**src/rtl/rom_rd_arbiter_if.sv**
```systemverilog
// Bundle of requester-side and ROM-side signals shared by the read arbiter.
// The arbiter uses the slave modport; the requester/ROM environment uses master.
interface rom_rd_arbiter_if #(
  parameter int NUM_REQ    = 4,
  parameter int ADDR_WIDTH = 8,
  parameter int WIDTH      = 8
);
  logic [NUM_REQ-1:0]            i_req;
  logic [NUM_REQ*ADDR_WIDTH-1:0] i_addr;
  logic [NUM_REQ-1:0]            o_gnt;
  logic [NUM_REQ-1:0]            o_rvalid;
  logic [WIDTH-1:0]              o_rdata;
  logic [ADDR_WIDTH-1:0]         o_rom_addr;
  logic                          o_rom_rd_en;
  logic [WIDTH-1:0]              i_rom_data;
  logic                          o_busy;

  modport slave (
    input  i_req, i_addr, i_rom_data,
    output o_gnt, o_rvalid, o_rdata, o_rom_addr, o_rom_rd_en, o_busy
  );

  modport master (
    output i_req, i_addr, i_rom_data,
    input  o_gnt, o_rvalid, o_rdata, o_rom_addr, o_rom_rd_en, o_busy
  );
endinterface

```
**src/rtl/rom_rd_arbiter.sv**
```systemverilog
// Round-robin arbiter sharing one registered single-port ROM between NUM_REQ
// requesters; read data returns two cycles after grant with a one-hot valid.
module rom_rd_arbiter #(
  parameter int NUM_REQ    = 4,
  parameter int ADDR_WIDTH = 8,
  parameter int WIDTH      = 8
) (
  input  logic              clk,
  input  logic              rst_n,
  rom_rd_arbiter_if.slave   bus
);
  localparam int PW = (NUM_REQ > 1) ? $clog2(NUM_REQ) : 1;

  logic [PW-1:0]         ptr_q, ptr_d;
  logic [NUM_REQ-1:0]    tag1_q, tag1_d;
  logic [NUM_REQ-1:0]    rvalid_q, rvalid_d;
  logic                  rd_en_q, rd_en_d;
  logic [ADDR_WIDTH-1:0] rom_addr_q, rom_addr_d;

  logic [PW:0]           idx_s;
  logic [PW-1:0]         gnt_idx_s;
  logic                  gnt_any_s;
  logic [NUM_REQ-1:0]    gnt_s;

  // Round-robin search starting at ptr; grants are suppressed while in reset
  always_comb begin
    idx_s     = '0;
    gnt_idx_s = '0;
    gnt_any_s = 1'b0;
    gnt_s     = '0;
    for (int i = 0; i < NUM_REQ; i++) begin
      idx_s = {1'b0, ptr_q} + (PW+1)'(i);
      if (idx_s >= (PW+1)'(NUM_REQ)) begin
        idx_s = idx_s - (PW+1)'(NUM_REQ);
      end else begin
        idx_s = idx_s;
      end
      if (!gnt_any_s && rst_n && bus.i_req[idx_s[PW-1:0]]) begin
        gnt_any_s = 1'b1;
        gnt_idx_s = idx_s[PW-1:0];
      end else begin
        gnt_any_s = gnt_any_s;
      end
    end
    gnt_s[gnt_idx_s] = gnt_any_s;
  end

  // Issue and return stage next-state; address holds its last value when idle
  always_comb begin
    rd_en_d    = gnt_any_s;
    tag1_d     = gnt_s;
    rvalid_d   = tag1_q;
    rom_addr_d = rom_addr_q;
    ptr_d      = ptr_q;
    if (gnt_any_s) begin
      rom_addr_d = bus.i_addr[gnt_idx_s*ADDR_WIDTH +: ADDR_WIDTH];
      if (gnt_idx_s == PW'(NUM_REQ - 1)) begin
        ptr_d = '0;
      end else begin
        ptr_d = gnt_idx_s + PW'(1);
      end
    end else begin
      rom_addr_d = rom_addr_q;
      ptr_d      = ptr_q;
    end
  end

  // State registers; reset discards any read in flight
  always_ff @(posedge clk or negedge rst_n) begin
    if (!rst_n) begin
      ptr_q      <= '0;
      tag1_q     <= '0;
      rvalid_q   <= '0;
      rd_en_q    <= 1'b0;
      rom_addr_q <= '0;
    end else begin
      ptr_q      <= ptr_d;
      tag1_q     <= tag1_d;
      rvalid_q   <= rvalid_d;
      rd_en_q    <= rd_en_d;
      rom_addr_q <= rom_addr_d;
    end
  end

  assign bus.o_gnt       = gnt_s;
  assign bus.o_rvalid    = rvalid_q;
  assign bus.o_rdata     = bus.i_rom_data & {WIDTH{|rvalid_q}};
  assign bus.o_rom_addr  = rom_addr_q;
  assign bus.o_rom_rd_en = rd_en_q;
  assign bus.o_busy      = rd_en_q | (|tag1_q);
endmodule

```
**src/flat_wrapper.sv**
```systemverilog
// flat-port wrapper written by rule: the top's interface ports become plain ports
module rom_rd_arbiter_flat 
#(
  parameter int NUM_REQ    = 4,
  parameter int ADDR_WIDTH = 8,
  parameter int WIDTH      = 8
)
  (clk, rst_n, bus_i_req, bus_i_addr, bus_i_rom_data, bus_o_gnt, bus_o_rvalid, bus_o_rdata, bus_o_rom_addr, bus_o_rom_rd_en, bus_o_busy);
  rom_rd_arbiter_if #(.NUM_REQ(NUM_REQ), .ADDR_WIDTH(ADDR_WIDTH), .WIDTH(WIDTH)) bus_i ();
  input  logic clk;
  input  logic rst_n;
  input wire logic [$bits(bus_i.i_req)-1:0] bus_i_req;
  input wire logic [$bits(bus_i.i_addr)-1:0] bus_i_addr;
  input wire logic [$bits(bus_i.i_rom_data)-1:0] bus_i_rom_data;
  output wire logic [$bits(bus_i.o_gnt)-1:0] bus_o_gnt;
  output wire logic [$bits(bus_i.o_rvalid)-1:0] bus_o_rvalid;
  output wire logic [$bits(bus_i.o_rdata)-1:0] bus_o_rdata;
  output wire logic [$bits(bus_i.o_rom_addr)-1:0] bus_o_rom_addr;
  output wire logic [$bits(bus_i.o_rom_rd_en)-1:0] bus_o_rom_rd_en;
  output wire logic [$bits(bus_i.o_busy)-1:0] bus_o_busy;
  assign bus_i.i_req = bus_i_req;
  assign bus_i.i_addr = bus_i_addr;
  assign bus_i.i_rom_data = bus_i_rom_data;
  assign bus_o_gnt = bus_i.o_gnt;
  assign bus_o_rvalid = bus_i.o_rvalid;
  assign bus_o_rdata = bus_i.o_rdata;
  assign bus_o_rom_addr = bus_i.o_rom_addr;
  assign bus_o_rom_rd_en = bus_i.o_rom_rd_en;
  assign bus_o_busy = bus_i.o_busy;
  rom_rd_arbiter #(.NUM_REQ(NUM_REQ), .ADDR_WIDTH(ADDR_WIDTH), .WIDTH(WIDTH)) u_core (.clk(clk), .rst_n(rst_n), .bus(bus_i));
endmodule
```
**config.mk**
```make
export PLATFORM = sky130hd
export DESIGN_NAME = rom_rd_arbiter_flat
export DESIGN_NICKNAME = d
export VERILOG_FILES = /design/src/rtl/rom_rd_arbiter_if.sv /design/src/rtl/rom_rd_arbiter.sv /design/src/flat_wrapper.sv
export SDC_FILE = /design/constraint.sdc
export NUM_CORES = 1
export LEC_CHECK = 0
export CORE_MARGIN = 5
export CORE_UTILIZATION = 34
export DETAILED_ROUTE_END_ITERATION = 16
export PLACE_DENSITY = 0.77
export SLEW_MARGIN = 20
export SYNTH_ARGS = -nofsm -noshare
export SYNTH_HDL_FRONTEND = slang
export SYNTH_SLANG_ARGS = --single-unit
export TNS_END_PERCENT = 10
```
**constraint.sdc**
```tcl
create_clock -name clk -period 1.9 [get_ports clk]
set_input_delay 0.19 -clock clk [delete_from_list [all_inputs] [get_ports clk]]
set_output_delay 0.19 -clock clk [all_outputs]
set_load 0.01 [all_outputs]
```
==> results.yml <==
synthesis:
  synthFlopType: "dfrtp_1"
  syn_avg_cell_area_um2: 10.76
  ys_ff_latch: 19
  ys_warn_count: 0
  yosysTopAreaCellShare: 0.3909
  syn_nets: 160
  yosysUniqueCellTypes: 31
  synthArstFlopShare: 1.000
  synth_edf_count: 0
  synth_area_leaders: "dfrtp_1 (39%), mux2i_1 (13%), nand3b_1 (10%)"
  ys_seq_area_frac: 0.3909
  syn_inst: 113
  syn_area_um2: 1216
  synth_top_area_cell: "dfrtp_1"
grt:
  grt_overflow: 0
  grt_pass1_wl_mm: 5.975
  grt.total_usage: 0.1492
  grt_max_degree: 19
  antenna_found_initial: 0
  first_global_vias: 1248
final_layout:
  final_cell_mix: "clkdlybuf4s50_1 (58), buf_4 (21), dfrtp_1 (18), nand3b_1 (17), mux2i_1 (14)"
  drive_above_1_share: 0.2624
  fillers: 258
  layout_commonest_cell: "clkdlybuf4s50_1"
  antenna_cells: 0
  nNetsFinal: 250
  postLayoutCellArea_um2: 2175
  syn2layout_area_growth_pct: 78.81
  fin_util: 0.6416
drt:
  drc: 0
  ant_nets: 0
  wl_met2_mm: 2.023
  firstDrtPassIters: 4
  dr_total_vias: 1190
  drt-wirelength-per-cell_um: 15.20
  routed-wl-met3_um: 226
  routed_via_density: 4.798
  wl_mm: 3.770
  top_layer: "met4"
  drt-met1-wl_mm: 1.499
  drtIter0Drc: 30
setup_path:
  ff2ff_path_depth: 8
  crit_required_ns: 1.71
  worst_setup_path_end_kind: "output pin"
  cp.arrival_ns: 1.80
  worstReg2RegStart: "u_core.ptr_q[0]$_DFFE_PN0P_"
  rr_endpoint: "u_core.bus.o_rom_addr[4]$_DFFE_PN0P_"
  startpoint_type: "flip-flop"
  cp_max_fo: 4
  path_class: "reg -> out"
  rrSetupSlack_ns: 0.10
  endpoint: "bus_o_gnt[3]"
  critical_path.startpoint: "u_core.ptr_q[0]$_DFFE_PN0P_"
hold_path:
  min_path_type: "in -> async"
clocking:
  clockBufferDepth: 2
  hold_buffers: 0
  h-tree-depth: 1
  worstSkewPairLatency_ns: 0.29
  path_clk_slew_ns: 0.11
  cts_sinks: 19
  cts.root.buffer_cell: "clkbuf_4"
  cts_tree: "done"
  cts_buffers: 3
floorplan:
  dieArea_um2: 4873
  fp.dieH_um: 69.81
  core-area_um2: 3390
  row_count: 21
  die_w_um: 69.81
  start_util: 0.3588
  ios: 72
timing:
  slew_violations: 0
  finalHoldViolations: 0
  rsz0062_at_grt: "true"
  skew_ns: 0.001655
  worstMarginPinSlew_ns: 0.2670
  max_freq_mhz: 502.4
  holdWs_ns: 0.2546
  finalSetupViolations: 3
  setup_slack_ns: -0.09049
  finalCritPeriodShare: 1.048
  post-route-min-period_ns: 1.990
  slew_headroom: 0.8217
status:
  status: "finished with violations"
  violations: "setup timing"
placed_design:
  place_area_um2: 2039
  pre_cts_ws_ns: -0.4886
  numPortBuffers: 71
  gp_congestion: 0.8047
  hpwl_mm: 3.001
flow_run:
  maxCapViolations: 0
pwr:
  vdd_drop_max_uv: 480.7
  power_density_nw_per_um2: 807.9
  finalPower_uw: 1757
  p_leak_uw: 0.0009960
==> stage by stage <==
stage | TNS, ns | instances
3_3_place_gp | -2.788 | 238
5_1_grt | -0.5158 | 248
4_1_cts | -0.2596 | 246
2_1_floorplan | 0 | 113
3_5_place_dp | -3.635 | 238
6_report | -0.1690 | 248
==> logic make-up (layout without fill, tap and decap cells) <==
group,Yosys count,count (layout),synth area share
AOI/OAI and AO/OA,15,15,0.1399
adders and majority gates,1,1,0.01029
buffers and inverters,11,100,0.06275
DFF,19,19,0.3909
muxes,17,17,0.1409
and+or+nand+nor,50,50,0.2552
==> Yosys cell counts (2+ instances only) <==
cell type,n
nor2b_1,8
nor2_1,12
inv_1,3
dfrtp_1,19
buf_6,3
mux2i_1,16
nand2_1,2
and2_1,2
a211oi_2,8
buf_4,3
nand3b_1,17
==> worst min path at each step <==
| stage | endpoint | depth (start not counted) |
|---|---|---|
| finish | u_core.ptr_q[1]$_DFFE_PN0P_ | 2 |
| global route | u_core.ptr_q[1]$_DFFE_PN0P_ | 2 |
| CTS | u_core.ptr_q[1]$_DFFE_PN0P_ | 2 |
| floorplan | u_core.bus.o_rom_addr[0]$_DFFE_PN0P_ | 0 |
| global placement | u_core.bus.o_rvalid[0]$_DFF_PN0_ | 0 |
| detailed placement | u_core.bus.o_rvalid[0]$_DFF_PN0_ | 0 |
==> per-layer routing <==
metal  vias up  global-route usage
li1        581                   -
met1       564              0.1746
met3         2             0.04058
met5         -                   0
met2        43              0.2728
met4         0             0.02553
==> what timing repair did <==
item | 4_1_cts | 5_1_grt
endpoints found under the setup margin | 5 | 18
resized for setup | 28 | 13
pin swaps | 4 | 5
buffers inserted | 4 | 2
==> report_power, final <==
group | switching [uW] | internal [uW]
clock | 123 | 78.4
sequential | 74.5 | 502
combinational | 399 | 579
==> state kept, by name, indices dropped and copies added (netlist names) <==
register / cells
u_core.bus.o_rom_addr: 8
u_core.bus.o_rom_rd_en: 1
u_core.bus.o_rvalid: 4
u_core.ptr_q: 2
u_core.rvalid_d: 4
==> worst max-delay path, cell delays in order, from the launching register on <==
cell     delay, ns
dfrtp_1       0.44
or3b_1        0.40
o211a_1       0.15
nand2_2       0.09
inv_2         0.05
ha_4          0.14
and2_4        0.13
buf_6         0.11
==> cell type report <==
class / count / area (um^2) / share of cell area
sequential: 19 / 476.7 / 0.2192
inverter: 3 / 11.26 / 0.005178
tap: 46 / 57.56 / 0.02647
clock inverter: 1 / 5.005 / 0.002301
timing repair buffer: 93 / 897.1 / 0.4125
multi-input combinational: 83 / 704.4 / 0.3239
clock buffer: 3 / 22.52 / 0.01036
(Power assumes the default switching activity.)
